$ cat config.mk
export PLATFORM = sky130hd
export DESIGN_NAME = rl_ram_1r1w_init
export DESIGN_NICKNAME = d
export VERILOG_FILES = /design/src/rtl/rl_ram_pkg.sv /design/src/rtl/rl_ram_1r1w_generic.sv /design/src/rtl/rl_ram_1r1w_init.sv
export SDC_FILE = /design/constraint.sdc
export NUM_CORES = 2
export LEC_CHECK = 0
export ABC_AREA = 0
export CORE_UTILIZATION = 25
export CTS_CLUSTER_DIAMETER = 30
export DETAILED_ROUTE_END_ITERATION = 10
export HOLD_SLACK_MARGIN = 0.06
export PLACE_DENSITY_LB_ADDON = 0.12
export SYNTH_ARGS = -nofsm -noshare
export SYNTH_HDL_FRONTEND = slang
export SYNTH_SLANG_ARGS = --single-unit
$ cat constraint.sdc
create_clock -name clk -period 15.5 [get_ports clk]
set_input_delay 3.1 -clock clk [delete_from_list [all_inputs] [get_ports clk]]
set_output_delay 3.1 -clock clk [all_outputs]
set_load 0.01 [all_outputs]
$ cat src/rtl/rl_ram_pkg.sv
// Shared types and helpers for the rl_ram family: FSM states, read-source select,
// and byte-enable to bit-enable expansion.
package rl_ram_pkg;

  typedef enum logic {
    CLEAR,
    READY
  } state_t;

  // Selects what drives the read data path after an accepted read.
  typedef enum logic [1:0] {
    SRC_ZERO,
    SRC_INIT,
    SRC_RAM
  } rd_src_t;

  localparam int MAX_DBITS = 1024;
  localparam int MAX_LANES = MAX_DBITS / 8;

  // Bit i follows byte lane i/8; bits at or above dbits stay 0.
  function automatic logic [MAX_DBITS-1:0] be2biten(input logic [MAX_LANES-1:0] be,
                                                     input int dbits);
    logic [MAX_DBITS-1:0] biten;
    biten = '0;
    for (int i = 0; i < MAX_DBITS; i++) begin
      if (i < dbits) biten[i] = be[i/8];
    end
    return biten;
  endfunction

endpackage

$ cat src/rtl/rl_ram_1r1w_generic.sv
// Behavioural DEPTH x DBITS 1R1W array: bit-enabled write, registered read-first output.
// This is the technology-mapping point; it carries no reset.
module rl_ram_1r1w_generic #(
  parameter int AW    = 8,
  parameter int DBITS = 8,
  parameter int DEPTH = 256
) (
  input  logic             clk,
  input  logic             we,
  input  logic [AW-1:0]    waddr,
  input  logic [DBITS-1:0] wdata,
  input  logic [DBITS-1:0] wbiten,
  input  logic             re,
  input  logic [AW-1:0]    raddr,
  output logic [DBITS-1:0] rdata
);

  logic [DBITS-1:0] mem [DEPTH];

  // NOTE: the array and its read register are deliberately left unreset so they map onto
  // RAM macros; the clear sweep in the parent defines the contents instead.
  always_ff @(posedge clk) begin
    if (we) mem[waddr] <= (mem[waddr] & ~wbiten) | (wdata & wbiten);
    if (re) rdata <= mem[raddr];
  end

endmodule

$ cat src/rtl/rl_ram_1r1w_init.sv
// 1R1W RAM with clear sweep after reset / on clr, byte-granular write-first collision
// forwarding and out-of-range reads returning INIT_VALUE. RL_RAM_1R1W_INIT_OUTREG_EN adds
// an output register stage (read latency 2).
module rl_ram_1r1w_init
  import rl_ram_pkg::*;
#(
  parameter int               ABITS      = 8,
  parameter int               DBITS      = 8,
  parameter int               DEPTH      = 2**ABITS,
  parameter logic [DBITS-1:0] INIT_VALUE = '0
) (
  input  logic                     clk,
  input  logic                     rstn,
  input  logic                     clr,
  output logic                     busy,
  input  logic [ABITS-1:0]         waddr,
  input  logic [DBITS-1:0]         din,
  input  logic                     we,
  input  logic [(DBITS+7)/8-1:0]   be,
  input  logic [ABITS-1:0]         raddr,
  input  logic                     re,
  output logic [DBITS-1:0]         dout,
  output logic                     dout_vld
);

  localparam int             AW      = $clog2(DEPTH);
  localparam logic [AW-1:0]  LAST    = AW'(DEPTH - 1);
  localparam logic [ABITS:0] DEPTH_W = (ABITS+1)'(DEPTH);

  state_t           state_q, state_d;
  logic [AW-1:0]    cnt_q, cnt_d;

  logic             user_ok, w_in, r_in, user_wr, user_rd, rd_in, hit;
  logic [DBITS-1:0] user_biten;

  logic             mem_we;
  logic [AW-1:0]    mem_waddr;
  logic [DBITS-1:0] mem_wdata, mem_biten, ram_rdata;

  logic             rd_vld_q, hit_q;
  rd_src_t          rd_src_q;
  logic [DBITS-1:0] fwd_din_q, fwd_biten_q, rd_data;

  // NOTE: combinational blocks assign every output a default first and use blocking '=';
  // this keeps them free of inferred latches.
  always_comb begin
    state_d = state_q;
    cnt_d   = cnt_q;
    unique case (state_q)
      CLEAR: begin
        if (clr) begin
          cnt_d = '0;
        end else if (cnt_q == LAST) begin
          state_d = READY;
          cnt_d   = '0;
        end else begin
          cnt_d = cnt_q + 1'b1;
        end
      end
      READY: begin
        if (clr) begin
          state_d = CLEAR;
          cnt_d   = '0;
        end
      end
      default: state_d = CLEAR;
    endcase
  end

  always_ff @(posedge clk or negedge rstn) begin
    if (!rstn) begin
      state_q <= CLEAR;
      cnt_q   <= '0;
    end else begin
      state_q <= state_d;
      cnt_q   <= cnt_d;
    end
  end

  assign busy = (state_q == CLEAR);

  // clr takes priority over any user access issued in the same cycle.
  assign user_ok    = (state_q == READY) && !clr;
  assign w_in       = {1'b0, waddr} < DEPTH_W;
  assign r_in       = {1'b0, raddr} < DEPTH_W;
  assign user_wr    = user_ok && we && w_in;
  assign user_rd    = user_ok && re;
  assign rd_in      = user_rd && r_in;
  assign hit        = user_wr && rd_in && (waddr == raddr);
  assign user_biten = DBITS'(be2biten(MAX_LANES'(be), DBITS));

  always_comb begin
    mem_we    = 1'b0;
    mem_waddr = waddr[AW-1:0];
    mem_wdata = din;
    mem_biten = user_biten;
    if (state_q == CLEAR) begin
      mem_we    = 1'b1;
      mem_waddr = cnt_q;
      mem_wdata = INIT_VALUE;
      mem_biten = '1;
    end else if (user_wr) begin
      mem_we = 1'b1;
    end
  end

  rl_ram_1r1w_generic #(
    .AW    (AW),
    .DBITS (DBITS),
    .DEPTH (DEPTH)
  ) u_ram (
    .clk    (clk),
    .we     (mem_we),
    .waddr  (mem_waddr),
    .wdata  (mem_wdata),
    .wbiten (mem_biten),
    .re     (rd_in),
    .raddr  (raddr[AW-1:0]),
    .rdata  (ram_rdata)
  );

  // The array is read-first; collision data is captured here and merged after the read.
  always_ff @(posedge clk or negedge rstn) begin
    if (!rstn) begin
      rd_vld_q    <= 1'b0;
      rd_src_q    <= SRC_ZERO;
      hit_q       <= 1'b0;
      fwd_din_q   <= '0;
      fwd_biten_q <= '0;
    end else begin
      rd_vld_q <= user_rd;
      if (user_rd) begin
        rd_src_q    <= r_in ? SRC_RAM : SRC_INIT;
        hit_q       <= hit;
        fwd_din_q   <= din;
        fwd_biten_q <= user_biten;
      end
    end
  end

  always_comb begin
    rd_data = '0;
    unique case (rd_src_q)
      SRC_INIT: rd_data = INIT_VALUE;
      SRC_RAM:  rd_data = hit_q ? ((ram_rdata & ~fwd_biten_q) | (fwd_din_q & fwd_biten_q))
                                : ram_rdata;
      default:  rd_data = '0;
    endcase
  end

`ifdef RL_RAM_1R1W_INIT_OUTREG_EN
  logic [DBITS-1:0] dout_q;
  logic             dout_vld_q;

  always_ff @(posedge clk or negedge rstn) begin
    if (!rstn) begin
      dout_q     <= '0;
      dout_vld_q <= 1'b0;
    end else begin
      dout_q     <= rd_data;
      dout_vld_q <= rd_vld_q;
    end
  end

  assign dout     = dout_q;
  assign dout_vld = dout_vld_q;
`else
  assign dout     = rd_data;
  assign dout_vld = rd_vld_q;
`endif

endmodule
# Word level (Yosys, flattened, before mapping)

Memory sizes are Yosys's and may differ from the RTL's. A register that Yosys moved wholly into a read port is not among the register bits.
Cells that the tools add are included.

Bitwise logic cells: 9
Eq/ne operators: 3
$add $sub $neg: 1
Reductions and logical operators: 6
Mux-type cells: 17

Operator list:

| operator                                                       | number |
|---|---|
| 8-bit two-way mux                                              | 8 |
| 8-bit AND                                                      | 4 |
| 8-bit inverter                                                 | 2 |
| 8-bit bitwise OR                                               | 2 |
| 8-bit case mux with 2 select lines                             | 1 |
| 8-bit by 1-bit adder with 8-bit output (second input constant) | 1 |
| 8-bit equality test                                            | 1 |
| 8-bit equality test (second input constant)                    | 1 |
| 1-bit two-way mux                                              | 7 |
| 1-bit logical AND                                              | 5 |
| 2-bit != test (second input constant)                          | 1 |
| 1-bit case mux with 2 select lines                             | 1 |
| 1-bit zero test                                                | 1 |
| 1-bit inverter                                                 | 1 |

Output and inout bits: 10
Register bits after elaboration: 21
Logic and storage cells: 44
Bits in writable memories: 2048
Memories kept: 1

Memories:

| memory    | depth | bits a word | read ports | clocked after memory_dff | write ports | RTL line                  | RTL |
|---|---|---|---|---|---|---|---|
| u_ram.mem | 256   | 8           | 2          | 1                        | 1           | rl_ram_1r1w_generic.sv:18 | `logic [DBITS-1:0] mem [DEPTH];` |

# Longest topological paths before layout

Depth after elaboration: 7
Mapped depth: 11

# Cells and area by module

Synthesis repeated with hierarchy kept, for this count alone.

Cells, all modules: 4628
Area, all modules: 97156.9 um^2

Modules (own cells, without submodules):

| module              | instances | cells an instance | area each (um^2) |
|---|---|---|---|
| rl_ram_1r1w_generic | 1         | 4490              | 95868.2 |
| rl_ram_1r1w_init    | 1         | 138               | 1288.7 |

# Worst setup path before layout

OpenSTA, ideal clock, no wires.

Kind: input port to flip-flop
From: input port waddr[0]
To: memory u_ram.mem[0][6] (data pin)
Slack: 1.319 ns
Data arrival time: 12.450 ns
Data required time: 13.770 ns
Setup time: 1.730 ns
Stages on the path: 10
Path through: mux2_2 buf_2 buf_2 buf_2 mux4_2 a22oi_1 a21oi_1 o41ai_1 and3_1 a31oi_1

Longest elaborated chain between the ends: 4

Ends and longest elaborated chain:

| element                 | RTL line                  | RTL |
|---|---|---|
| from (decl)             | rl_ram_1r1w_init.sv:16    | `input logic [ABITS-1:0] waddr,` |
| 8-bit two-way mux       | rl_ram_1r1w_init.sv:97    | `if (state_q == CLEAR) begin` |
| memory read 256 x 8 bit | --                        |  |
| 8-bit AND               | rl_ram_1r1w_generic.sv:23 | `if (we) mem[waddr] <= (mem[waddr] & ~wbiten) \| (wdata & wbiten);` |
| 8-bit bitwise OR        | rl_ram_1r1w_generic.sv:23 |  |
| to (decl)               | rl_ram_1r1w_generic.sv:18 |  |

No other way between the ends.

# Worst setup path in the final report

From: input port waddr[0]
To: memory u_ram.mem[208][6] (data pin)

Same word-level chain as after synthesis.

==> reports/summary.txt <==
Status: finished, final reports clean
Initial DRC count: 4871
Sequential fraction of the synthesis area: 0.649
Postcts setup bufs: 0
CTS tree: done
Synth top area cells: edfxtp_1, mux4_2, a22oi_1, nand2_1, nor2_1
Rows: 227
Crit start category: primary input
Die Height: 621 microns
Max Cap Violations: 0
Max incr delay on CP: 0.88 ns
Post-placement setup slack: 5.00 ns
Largest net degree at the start of global routing: 181
Die W: 621 microns
Critical Path RT: 16.10 ns
Worst Setup End Kind: register
Met2 Use GR: 0.313
WL/cell: 35.0 microns
Met3 usage: 0.0348
RR Startpoint: state_q
Critical setup path kind: primary input to register
Slew HR: 0.121
DR vias: 53828
Fin crit share: 0.608
Most frequent cell on the critical path: buf_4
GRT Max-Usage Layer: met2
First-pass GRT wire length: 505000 microns
Port bufs: 39
Hpwl dp: 235000 microns
Commonest cells after routing, fill and taps aside: edfxtp_1, mux4_2, clkbuf_16, nor2_1, nand2_1
Placed instance area: 103000 sq um
Filler cell count: 36364
Area leader, netlist: edfxtp_1
Detailed Routing Iterations Pass 1: 5
Syn_area_per_cell: 20.7 sq um
Most common cell after layout, fill and taps aside: edfxtp_1
Initial Util: 0.251
Net Count, Synth: 4654
Clock skew: 0.0620 ns
Num CTS Buffers: 568
Met1 usage: 0.252
Worst-path maximum fanout: 84
GRT Overall Usage: 0.189
Post-CTS resize count: 0
CP Cell Sequence: clkdlybuf4s50_1, mux2_8, buf_4, buf_4, mux4_2, a22oi_1, a21oi_1, o41ai_1, buf_4, and3_1, a31oi_4, buf_4, buf_4
Max Freq: 0.106 GHz
P&R area growth vs syn: 27.2%
Final Setup Violations: 0
IO Pins: 40
LEAKAGE: 39.7 nW
Initial antenna violation count: 23
CTS Hold Bufs: 0
Yosys top cell area share: 0.644
Endpoint of the worst hold path: fwd_din_q[6]
DR vias/cell: 5.10
Core area: 382000 sq um
Final min period: 9.43 ns
Residual DRC: 0
CP max stage cell: buf_4
Setup TNS Final: 0 ns
Worst slew pin tran: 1.30 ns
Power Dens Cells: 153 nW/um^2
Clk pin slew, worst setup/hold paths: 0.04 ns
Worst Min Path Start: fwd_din_q[6]
Final Cell Area: 122000 sq um
Peak VDD IR: 0.104 mV
Final Core Density: 0.319
Routed Wire Length: 369000 microns
Synth Cell Area: 95900 sq um
Worst Hold Class: register to register
Worst Hold Depth: 1
Slew Limit Fails: 0
Layout cells sized above 1: 0.416
Number of global-route vias before repair: 57746
Post-layout net count: 5090
GPL Wtd Cong: 0.793
Ys Warns: 0
Final WS setup: 6.07 ns
# clock sinks: 2077
Die area: 386000 sq um
Worst r2r path cells: 13
# H-tree levels: 6
Crit path arrival time: 10.03 ns
RSZ-0062 raised after global routing: no
Number of library cell types mapped by synthesis: 42
Clock root buffer: clkbuf_16
Clock buffer depth: 4
Latest clock arrival within the worst-skew pair: 1.01 ns
Post-synthesis sequential element count: 2077
RR Endpoint: u_ram.mem[208][6]
Gate Count Post-Synth: 4623
ANT nets after route: 0
Worst R2R Setup Slack: 7.76 ns
Global route total overflow: 0
Final hold violation count: 0
==> how the worst max path moves through the flow <==
stage | start | end | slack (ns)
2_1_floorplan | waddr[0] | u_ram.mem[0][6] | 1.32
3_3_place_gp | waddr[0] | u_ram.mem[146][6] | 5.15
3_5_place_dp | waddr[0] | u_ram.mem[205][6] | 5.00
4_1_cts | waddr[0] | u_ram.mem[208][6] | 6.06
5_1_grt | waddr[0] | u_ram.mem[208][6] | 5.75
6_report | waddr[0] | u_ram.mem[208][6] | 6.07
==> synthesized netlist by cell type, drive strengths merged <==
library cell     n
nand4            1
nor2b            4
nand2          275
nor3             5
o21ai           17
edfxtp        2056
o31ai            1
nand2b           5
inv              7
mux4          1192
o41ai           28
mux2i            4
a22oi          146
or3              1
and3             9
o32ai            4
o22ai            3
a21boi           8
a41oi           57
o32a             1
or4              3
ha               1
nor2           267
dfrtp           21
and4             1
buf            185
xor2            10
a32oi            1
a32o             2
xnor2            2
clkbuf         197
a31oi            8
a21oi           74
a22o             1
nand3           14
o22a             1
mux2            10
nor4             1
==> cell type report <==
type                       instances  area [sq um]  area share
sequential                      2077         62300       0.511
multi-input combinational       2157         32300       0.265
clock buffer                     671         14700       0.121
tap                             5038          6300      0.0517
clock inverter                   349          4030      0.0330
timing repair buffer             248          2220      0.0182
inverter                           7          26.3    0.000216
antenna                            9          22.5    0.000185
==> kinds of logic after synthesis <==
logic type | Yosys count | synth area share
compound gates | 352 | 0.0263
xor+xnor | 12 | 0.00110
fa+ha+maj | 1 | 0.000130
buf+inv | 389 | 0.0176
flops | 2077 | 0.649
mux | 1206 | 0.282
simple gates | 586 | 0.0239
==> registers in the layout, summed over array words and instances, names as in the netlist <==
| name | cells |
|---|---|
| fwd_din_q | 8 |
| hit_q | 1 |
| fwd_biten_q | 1 |
| u_ram.rdata | 8 |
| u_ram.mem | 2048 |
| cnt_q | 8 |
| rd_src_q | 1 |
| state_q | 1 |
| dout_vld | 1 |
==> layer usage <==
| metal | routed length [microns] | part of all wire |
|---|---|---|
| met1 | 159000 | 0.43 |
| met2 | 181000 | 0.49 |
| met3 | 20200 | 0.055 |
| met4 | 9540 | 0.026 |
| met5 | 11 | 0.000030 |
==> metrics by stage <==
stage / hold slack, ns / cells / power [mW]
after floorplan: 0.479 / 4623 / 6.85
after global routing: 0.518 / 10551 / 19.1
final: 0.504 / 10556 / 18.6
after global placement: 0.488 / 9525 / 7.30
after detailed placement: 0.494 / 9526 / 7.30
after CTS: 0.503 / 10546 / 18.8
==> report_power, final <==
group	internal [mW]	switching, mW	total [mW]
Combinational	0.437	0.621	1.06
Sequential	6.12	0.00631	6.12
Clock	7.81	3.61	11.4
==> critical path, delay by kind of cell <==
kind / cells / cell delay (ns)
and+or+nand+nor: 1 / 0.21
muxes: 2 / 0.89
AOI/OAI and AO/OA: 4 / 1.95
buffers and inverters: 6 / 3.59
Note: power is estimated with default switching activity, not from simulation.
